$ cat config.mk
export PLATFORM = sky130hd
export DESIGN_NAME = ghr_index_unit_flat
export DESIGN_NICKNAME = d
export VERILOG_FILES = /design/src/rtl/ghr_index_unit_pkg.sv /design/src/rtl/ghr_index_unit_if.sv /design/src/rtl/bp_ckpt_fifo.sv /design/src/rtl/ghr_index_unit.sv /design/src/flat_wrapper.sv
export SDC_FILE = /design/constraint.sdc
export NUM_CORES = 1
export LEC_CHECK = 0
export ABC_AREA = 1
export CORE_AREA = 5 5 96 98
export CTS_BUF_LIST = sky130_fd_sc_hd__clkbuf_2 sky130_fd_sc_hd__clkbuf_4 sky130_fd_sc_hd__clkbuf_8
export DETAILED_ROUTE_END_ITERATION = 7
export DIE_AREA = 0 0 101 103
export GPL_TIMING_DRIVEN = 0
export PLACE_DENSITY = 0.82
export SLEW_MARGIN = 20
export SYNTH_ARGS = -nofsm -noshare
export SYNTH_HDL_FRONTEND = slang
export SYNTH_SLANG_ARGS = --single-unit
$ cat constraint.sdc
create_clock -name clk -period 4.1 [get_ports clk]
set_input_delay 0.82 -clock clk [delete_from_list [all_inputs] [get_ports clk]]
set_output_delay 0.82 -clock clk [all_outputs]
set_load 0.02 [all_outputs]
$ cat src/rtl/ghr_index_unit_pkg.sv
// Shared branch-predictor constants used by the GHR index unit and the PHT.
package ghr_index_unit_pkg;
  localparam int BP_D_WIDTH = 8;  // PHT index / global history width
  localparam int BP_DEPTH   = 4;  // in-flight branch checkpoints
  localparam int BP_PC_LSB  = 2;  // PC bits below this are always zero for aligned instructions
endpackage

$ cat src/rtl/ghr_index_unit_if.sv
// Fetch/resolve signal bundle between the pipeline (master) and the GHR index unit (slave).
interface ghr_index_unit_if import ghr_index_unit_pkg::*; #(
  parameter int D_WIDTH = BP_D_WIDTH
);
  logic [31:0]        i_fetch_pc;
  logic               i_fetch_branch;
  logic               i_pred_taken;
  logic [D_WIDTH-1:0] o_pht_addr;
  logic               o_full;
  logic               i_resolve_valid;
  logic               i_actual_taken;
  logic               i_mispredict;
  logic               i_flush;
  logic               o_update;
  logic [D_WIDTH-1:0] o_update_addr;
  logic               o_update_taken;
  logic               o_underflow;

  modport master (
    output i_fetch_pc, i_fetch_branch, i_pred_taken,
    output i_resolve_valid, i_actual_taken, i_mispredict, i_flush,
    input  o_pht_addr, o_full, o_update, o_update_addr, o_update_taken, o_underflow
  );

  modport slave (
    input  i_fetch_pc, i_fetch_branch, i_pred_taken,
    input  i_resolve_valid, i_actual_taken, i_mispredict, i_flush,
    output o_pht_addr, o_full, o_update, o_update_addr, o_update_taken, o_underflow
  );
endinterface

$ cat src/rtl/bp_ckpt_fifo.sv
// In-flight branch checkpoint FIFO: head is visible combinationally, flush empties it in one cycle.
module bp_ckpt_fifo #(
  parameter int WIDTH = 16,
  parameter int DEPTH = 4,
  localparam int AW = $clog2(DEPTH),
  localparam int CW = $clog2(DEPTH + 1)
) (
  input  logic             clk,
  input  logic             rst_n,
  input  logic             i_push,
  input  logic             i_pop,
  input  logic             i_flush,
  input  logic [WIDTH-1:0] i_wdata,
  output logic [WIDTH-1:0] o_rdata,
  output logic [CW-1:0]    o_count
);
  logic [WIDTH-1:0] r_mem [DEPTH];
  logic [AW-1:0]    r_wr_ptr, r_rd_ptr;
  logic [CW-1:0]    r_count;
  logic             w_wr, w_rd;

  assign w_wr    = i_push & (r_count != CW'(DEPTH));
  assign w_rd    = i_pop & (r_count != '0);
  assign o_rdata = r_mem[r_rd_ptr];
  assign o_count = r_count;

  always_ff @(posedge clk) begin
    if (w_wr && !i_flush) r_mem[r_wr_ptr] <= i_wdata;
  end

  // DEPTH is a power of two, so pointer increments wrap on their own.
  always_ff @(posedge clk or negedge rst_n) begin
    if (!rst_n) begin
      r_wr_ptr <= '0;
      r_rd_ptr <= '0;
      r_count  <= '0;
    end else if (i_flush) begin
      r_wr_ptr <= '0;
      r_rd_ptr <= '0;
      r_count  <= '0;
    end else begin
      if (w_wr) r_wr_ptr <= r_wr_ptr + AW'(1);
      if (w_rd) r_rd_ptr <= r_rd_ptr + AW'(1);
      case ({w_wr, w_rd})
        2'b10:   r_count <= r_count + CW'(1);
        2'b01:   r_count <= r_count - CW'(1);
        default: r_count <= r_count;
      endcase
    end
  end
endmodule

$ cat src/rtl/ghr_index_unit.sv
// Gshare index generation with speculative/architectural global history and checkpoint-based repair.
module ghr_index_unit import ghr_index_unit_pkg::*; #(
  parameter int D_WIDTH = BP_D_WIDTH,
  parameter int DEPTH   = BP_DEPTH
) (
  input logic             clk,
  input logic             rst_n,
  ghr_index_unit_if.slave bus
);
  localparam int CW = $clog2(DEPTH + 1);

  typedef struct packed {
    logic [D_WIDTH-1:0] idx;
    logic [D_WIDTH-1:0] ghr;
  } ckpt_t;

  logic [D_WIDTH-1:0] r_spec_ghr, r_arch_ghr, w_spec_nxt, w_arch_nxt, w_pht_addr;
  logic [D_WIDTH-1:0] r_update_addr;
  logic               r_update, r_update_taken, r_underflow;
  ckpt_t              w_push_ckpt, w_head;
  logic [CW-1:0]      w_count;
  logic               w_full, w_empty, w_push, w_pop, w_mp, w_clear;
  logic               w_unused;

  assign w_pht_addr  = bus.i_fetch_pc[BP_PC_LSB +: D_WIDTH] ^ r_spec_ghr;
  assign w_full      = (w_count == CW'(DEPTH));
  assign w_empty     = (w_count == '0);
  assign w_pop       = bus.i_resolve_valid & ~w_empty;
  assign w_mp        = w_pop & bus.i_mispredict;
  assign w_clear     = w_mp | bus.i_flush;
  // A push is dropped when full even if the head pops this cycle.
  assign w_push      = bus.i_fetch_branch & ~w_full & ~w_clear;
  assign w_push_ckpt = '{idx: w_pht_addr, ghr: r_spec_ghr};
  assign w_unused    = ^{bus.i_fetch_pc[31:BP_PC_LSB+D_WIDTH], bus.i_fetch_pc[BP_PC_LSB-1:0],
                         w_head.ghr[D_WIDTH-1]};

  bp_ckpt_fifo #(.WIDTH(2*D_WIDTH), .DEPTH(DEPTH)) u_ckpt (
    .clk     (clk),
    .rst_n   (rst_n),
    .i_push  (w_push),
    .i_pop   (w_pop),
    .i_flush (w_clear),
    .i_wdata (w_push_ckpt),
    .o_rdata (w_head),
    .o_count (w_count)
  );

  always_comb begin
    w_arch_nxt = r_arch_ghr;
    if (w_pop) w_arch_nxt = {r_arch_ghr[D_WIDTH-2:0], bus.i_actual_taken};
    w_spec_nxt = r_spec_ghr;
    // Mispredict repair rebuilds history from the checkpoint; a plain flush falls back to arch.
    if (w_mp)               w_spec_nxt = {w_head.ghr[D_WIDTH-2:0], bus.i_actual_taken};
    else if (bus.i_flush)   w_spec_nxt = w_arch_nxt;
    else if (w_push)        w_spec_nxt = {r_spec_ghr[D_WIDTH-2:0], bus.i_pred_taken};
  end

  always_ff @(posedge clk or negedge rst_n) begin
    if (!rst_n) begin
      r_spec_ghr     <= '0;
      r_arch_ghr     <= '0;
      r_update       <= 1'b0;
      r_update_addr  <= '0;
      r_update_taken <= 1'b0;
      r_underflow    <= 1'b0;
    end else begin
      r_spec_ghr <= w_spec_nxt;
      r_arch_ghr <= w_arch_nxt;
      r_update   <= w_pop;
      if (w_pop) begin
        r_update_addr  <= w_head.idx;
        r_update_taken <= bus.i_actual_taken;
      end
      if (bus.i_resolve_valid && w_empty) r_underflow <= 1'b1;
    end
  end

  assign bus.o_pht_addr     = w_pht_addr;
  assign bus.o_full         = w_full;
  assign bus.o_update       = r_update;
  assign bus.o_update_addr  = r_update_addr;
  assign bus.o_update_taken = r_update_taken;
  assign bus.o_underflow    = r_underflow;
endmodule

$ cat src/flat_wrapper.sv
// flat-port wrapper written by rule: the top's interface ports become plain ports
module ghr_index_unit_flat import ghr_index_unit_pkg::*;
#(
  parameter int D_WIDTH = BP_D_WIDTH,
  parameter int DEPTH   = BP_DEPTH
)
  (clk, rst_n, bus_i_fetch_pc, bus_i_fetch_branch, bus_i_pred_taken, bus_i_resolve_valid, bus_i_actual_taken, bus_i_mispredict, bus_i_flush, bus_o_pht_addr, bus_o_full, bus_o_update, bus_o_update_addr, bus_o_update_taken, bus_o_underflow);
  ghr_index_unit_if #(.D_WIDTH(D_WIDTH)) bus_i ();
  input logic clk;
  input logic rst_n;
  input wire logic [$bits(bus_i.i_fetch_pc)-1:0] bus_i_fetch_pc;
  input wire logic [$bits(bus_i.i_fetch_branch)-1:0] bus_i_fetch_branch;
  input wire logic [$bits(bus_i.i_pred_taken)-1:0] bus_i_pred_taken;
  input wire logic [$bits(bus_i.i_resolve_valid)-1:0] bus_i_resolve_valid;
  input wire logic [$bits(bus_i.i_actual_taken)-1:0] bus_i_actual_taken;
  input wire logic [$bits(bus_i.i_mispredict)-1:0] bus_i_mispredict;
  input wire logic [$bits(bus_i.i_flush)-1:0] bus_i_flush;
  output wire logic [$bits(bus_i.o_pht_addr)-1:0] bus_o_pht_addr;
  output wire logic [$bits(bus_i.o_full)-1:0] bus_o_full;
  output wire logic [$bits(bus_i.o_update)-1:0] bus_o_update;
  output wire logic [$bits(bus_i.o_update_addr)-1:0] bus_o_update_addr;
  output wire logic [$bits(bus_i.o_update_taken)-1:0] bus_o_update_taken;
  output wire logic [$bits(bus_i.o_underflow)-1:0] bus_o_underflow;
  assign bus_i.i_fetch_pc = bus_i_fetch_pc;
  assign bus_i.i_fetch_branch = bus_i_fetch_branch;
  assign bus_i.i_pred_taken = bus_i_pred_taken;
  assign bus_i.i_resolve_valid = bus_i_resolve_valid;
  assign bus_i.i_actual_taken = bus_i_actual_taken;
  assign bus_i.i_mispredict = bus_i_mispredict;
  assign bus_i.i_flush = bus_i_flush;
  assign bus_o_pht_addr = bus_i.o_pht_addr;
  assign bus_o_full = bus_i.o_full;
  assign bus_o_update = bus_i.o_update;
  assign bus_o_update_addr = bus_i.o_update_addr;
  assign bus_o_update_taken = bus_i.o_update_taken;
  assign bus_o_underflow = bus_i.o_underflow;
  ghr_index_unit #(.D_WIDTH(D_WIDTH), .DEPTH(DEPTH)) u_core (.clk(clk), .rst_n(rst_n), .bus(bus_i));
endmodule
==> metrics.txt <==
routed via count 2,802; initial antenna violation count 0; Detailed Route WL 8.76 mm; Total Nets Final 455; Layout area overhead 17.6%; Crit path depth 3; critical path's largest stage delay 0.69 ns; cts repair resizes 0; final worst setup slack 0.931 ns; I/O pin count 60; RSZ-0062 raised after global routing no; largest net degree at the start of global routing 26; CP max FO 5; core area 8380 sq um; routability cong. 0.804; Max Fclk 316 MHz; Avg Vias per Cell 5.36; clk_skew 0.0151 ns; Post-Syn Nets 409; number of global-route vias before repair 2,889; Overflow after GRT 0; Routed wire per std cell 16.7 microns; worst reg-to-reg path cell count 13; clock edge transition at the registers on the reported setup and hold paths 0.10 ns; CTS tree built; Total GRT Usage 17.5%; Leakage 1.93 nW; setup TNS 0 ns; Port Buffers 34; DP Wirelength 5.81 mm; status finished clean; Buf/Inv on CP 2; Antenna Violating Nets Remaining 0; first-pass GRT wire length 13.9 mm; placement row count 34; library cells used by synthesis 32; CTS max path bufs 2; CTS sink count 94; commonest non-fill, non-tap cell in the layout nand2_1; Max Cap Viol 0; Die Y 103 microns; Hold/Removal Path Class in2async; n_diodes 0; CP cell instances clkdlybuf4s50_1 > xor2_1 > clkdlybuf4s50_1; drt drc 0; buffers inserted by post-CTS timing repair 0; Fillers 662; Post-synth ARST share 36.2%; EDFF count, synth 60; worst-margin pin slew 0.920 ns; H-tree depth 3; prevailing post-synth register cell edfxtp_1; relative slew slack 38.6%; CP Class in2out; Period Utilization, post-route 77.3%; synth warn 0; final core occ 56.7%; synthesized area 4040 sq um; Pins Over Slew Limit 0; clk_lat worst skew 0.36 ns; Iter 0 DRT Violations 207; Root Buffer clkbuf_8; most used cell, CP clkdlybuf4s50_1; syn_area_per_cell 11.1 sq um; chip width 101 microns; cts hold-fix bufs 0; Required @ worst endpoint 3.28 ns; startpoint types input pin; Gate Count Post-Synth 364; minimum clock period 3.17 ns; Critical Path Sink Type output port; crit path DAT 2.35 ns; Num CTS Buffers 9; FF+latch count, synth 94; Fin. Hold Viols 0; Place WS 0.901 ns; most frequent cells in the layout nand2_1 (62), edfxtp_1 (60), nor2_1 (55); die area 10,400 sq um; First-pass DRT Iterations 5; Largest delay share family, worst path buffers and inverters; share of layout cells above drive strength 1 15.2%; slowest CP cell clkdlybuf4s50_1; Peak VDD IR 0.202 mV; Finish-stage setup viols 0; sequential share of the synthesized area 65.6%; initial core utilization 48.3%; Pwr Density 655 nW/um^2; R2R setup slack 1.89 ns
per-layer routing:
metal	share of wire, %	GRT usage (%)
met4	1.4	8.69
met3	6.0	2.84
met1	40	20.3
met5	0	0
met2	53	31.5
synth_stat cells (5+ instances only):
cell,number,area [sq um]
inv_2,5,18.8
a31oi_1,8,50.1
inv_1,14,52.6
nand3_1,24,120
o22ai_1,7,43.8
buf_2,7,35.0
edfxtp_1,60,1800
o21ai_0,33,165
nand2_2,12,75.1
xor2_1,8,70.1
nand2_1,62,233
dfrtp_1,34,851
nor2_1,59,221
sequential cells by signal, indices dropped and copies added (netlist names), 2 cells and up:
name                      cells
u_core.u_ckpt.r_mem          60
u_core.bus.o_update_addr      8
u_core.r_arch_ghr             8
u_core.r_spec_ghr             8
u_core.u_ckpt.o_count         3
u_core.u_ckpt.r_rd_ptr        2
u_core.u_ckpt.r_wr_ptr        2
cell families (layout without fill, tap and decap cells):
family,count (synthesis),count (layout),share of synthesized area [%]
adder cells (fa/ha/maj),5,5,1.73
AO/OA/AOI/OAI,55,55,7.74
AND/OR/NAND/NOR,165,165,18.4
buffers and inverters,36,87,4.55
XOR/XNOR,9,9,1.95
flip-flops,94,94,65.6
final timing paths:
kind / endpoint / start
min in group clk: u_core.bus.o_update_taken / u_core.bus.o_update_taken
hold reg to reg: u_core.bus.o_update_taken / u_core.bus.o_update_taken
hold / removal: u_core.bus.o_update / rst_n
max in group asynchronous: u_core.u_ckpt.r_wr_ptr[1] / rst_n
setup / recovery: bus_o_pht_addr[2] / bus_i_fetch_pc[4]
setup reg to reg: u_core.u_ckpt.o_count[2] / u_core.u_ckpt.o_count[0]
final cells by class:
type | count | area [sq um] | share of cell area (%)
Buffer | 16 | 106 | 2.24
Clock buffer | 9 | 124 | 2.61
Clock inverter | 7 | 86.3 | 1.82
Inverter | 20 | 77.6 | 1.63
Multi-Input combinational cell | 234 | 1220 | 25.6
Sequential cell | 94 | 2650 | 55.8
Tap cell | 108 | 135 | 2.84
Timing Repair Buffer | 35 | 355 | 7.47
stage by stage:
step	hold slack [ns]	total power, mW	instance area, sq um	std cells
6_report	0.333	3.12	4750	523
5_1_grt	0.340	3.28	4750	523
4_1_cts	0.332	3.13	4750	523
3_5_place_dp	0.467	2.49	4540	507
3_3_place_gp	0.450	2.44	4520	506
2_1_floorplan	0.444	2.08	4040	364
report_power, final:
group / switching (mW) / internal [mW] / leakage (nW)
logic: 0.668 / 0.410 / 0.844
registers: 0.142 / 1.25 / 0.977
clock network: 0.345 / 0.296 / 0.104
total: 1.16 / 1.96 / 1.93
No activity file was read; power rests on OpenSTA's default activity.
==> RTL change: new RTL, config.mk and constraints unchanged <==
Change the package constant `BP_D_WIDTH` from 8 to 9.
--- a/src/rtl/ghr_index_unit_pkg.sv
+++ b/src/rtl/ghr_index_unit_pkg.sv
@@ -1,5 +1,5 @@
 // Shared branch-predictor constants used by the GHR index unit and the PHT.
 package ghr_index_unit_pkg;
-  localparam int BP_D_WIDTH = 8;  // PHT index / global history width
+  localparam int BP_D_WIDTH = 9;  // PHT index / global history width
   localparam int BP_DEPTH   = 4;  // in-flight branch checkpoints
   localparam int BP_PC_LSB  = 2;  // PC bits below this are always zero for aligned instructions
Ports: changed (resized bus_o_pht_addr and bus_o_update_addr); port bits go from 60 to 62. No check against the original RTL was run, so the function may have changed too.
==> RTL change against the unedited design <==
  * Routed wire length is 11% higher
  * Core utilization is 4.7 points higher
  * Sequential cell count grew 11
  * First-iteration DRC count is 15% higher
  * Sequential share of layout area is 1.9 points higher
  * Worst setup slack gained 7.7 ps
  * Sequential power rose by 10%
  * Cell area up 8.2%
  * Area after synthesis rose by 8.2%
  * Clock power fell by 3.9%
  * Total power rose by 5.4%
  * Global-route usage is 2.5 points higher
  * Critical path type unchanged
  * Largest cell class unchanged
  * Largest power group unchanged
==> RTL change: results (changes against the unedited design) <==
xor/xnor share of the synthesized area=2.002% (+0.053 points); vias per cell=5.476 (+2.2%); fraction of area in multi-input gates=24.22% (-1.4 points); met2 routed WL=4.888 mm (+5.3%); Seq area share=57.68% (+1.9 points); bufs w/o clock=60 (+18%); clock-cell share of area=3.575% (-0.85 points); Initial DRC Count=239 (+15%); Post-synth EDFFs=68 (+13%); Placed Area=4961 µm² (+9.2%); Yosys reg bits=105 (+12%); Post-Syn Nets=446 (+9.0%); number of global-route vias before repair=3170 (+9.7%); DPL Wire Length=6.656 mm (+14%); Seq/Total Area, Yosys=67.85% (+2.3 points); Compound-Gate Fraction of Synth Area=7.723% (-0.012 points); synth cell count leaders=nand2_1, edfxtp_1, nor2_1; routing usage on met2=33.82% (+2.3 points); top cells by area, synth=edfxtp_1, dfrtp_1, nand2_1; Syn Inst Count=401 (+10%); clock skew=9.509 ps (-5.567 ps); Syn Area/Cell=10.91 µm² (-1.8%); Place WS=945.2 ps (+43.75 ps); Final #Nets=499 (+9.7%); Netlist cell types=27 (-16%); met3 WL=608 µm (+17%); first-pass GRT wire length=15.63 mm (+12%); DR WL/cell=17.17 µm (+2.6%); met1 global-route usage=25.54% (+5.2 points); Multi-In Gates=258 (+10%); Worst-Skew Late Latency=380 ps (+20 ps); Util after Layout=61.39% (+4.7 points); outcome=complete, no violations; layout filler cell count=655 (-1.1%); largest net degree at the start of global routing=27 (+3.8%); port bufs=37 (+8.8%); Placed Cells=551 (+8.7%); ratio of cells with drive above 1 in the final layout=11.11% (-4.1 points)
[RTL change: cell types whose count changed after synthesis, sizes merged, moves of 3 or more]
cell,change
o21ai,+4
nand2,+8
nor2,+7
edfxtp,+8
dfrtp,+3
[RTL change: final timing paths]
check,from,end,slack (ps),cells after the start
min in group clk,u_core.bus.o_underflow,u_core.bus.o_underflow,480,1
max reg2reg,u_core.u_ckpt.o_count[0],u_core.u_ckpt.o_count[2],1780,12
max in group asynchronous,rst_n,u_core.r_spec_ghr[4],3320,2
max,bus_i_fetch_pc[3],bus_o_pht_addr[1],940,3
min reg2reg,u_core.bus.o_underflow,u_core.bus.o_underflow,480,1
min,rst_n,u_core.bus.o_update_addr[1],320,1
[RTL change: power by group]
group          total [mW]  switching [mW]  internal [mW]
Sequential           1.54           0.143           1.40
Clock               0.616           0.383          0.233
Combinational        1.13           0.703          0.424
[RTL change: critical path, delay by kind of cell]
family	cells	cell delay, ps
buffers and inverters	2	1170
XOR/XNOR	1	340
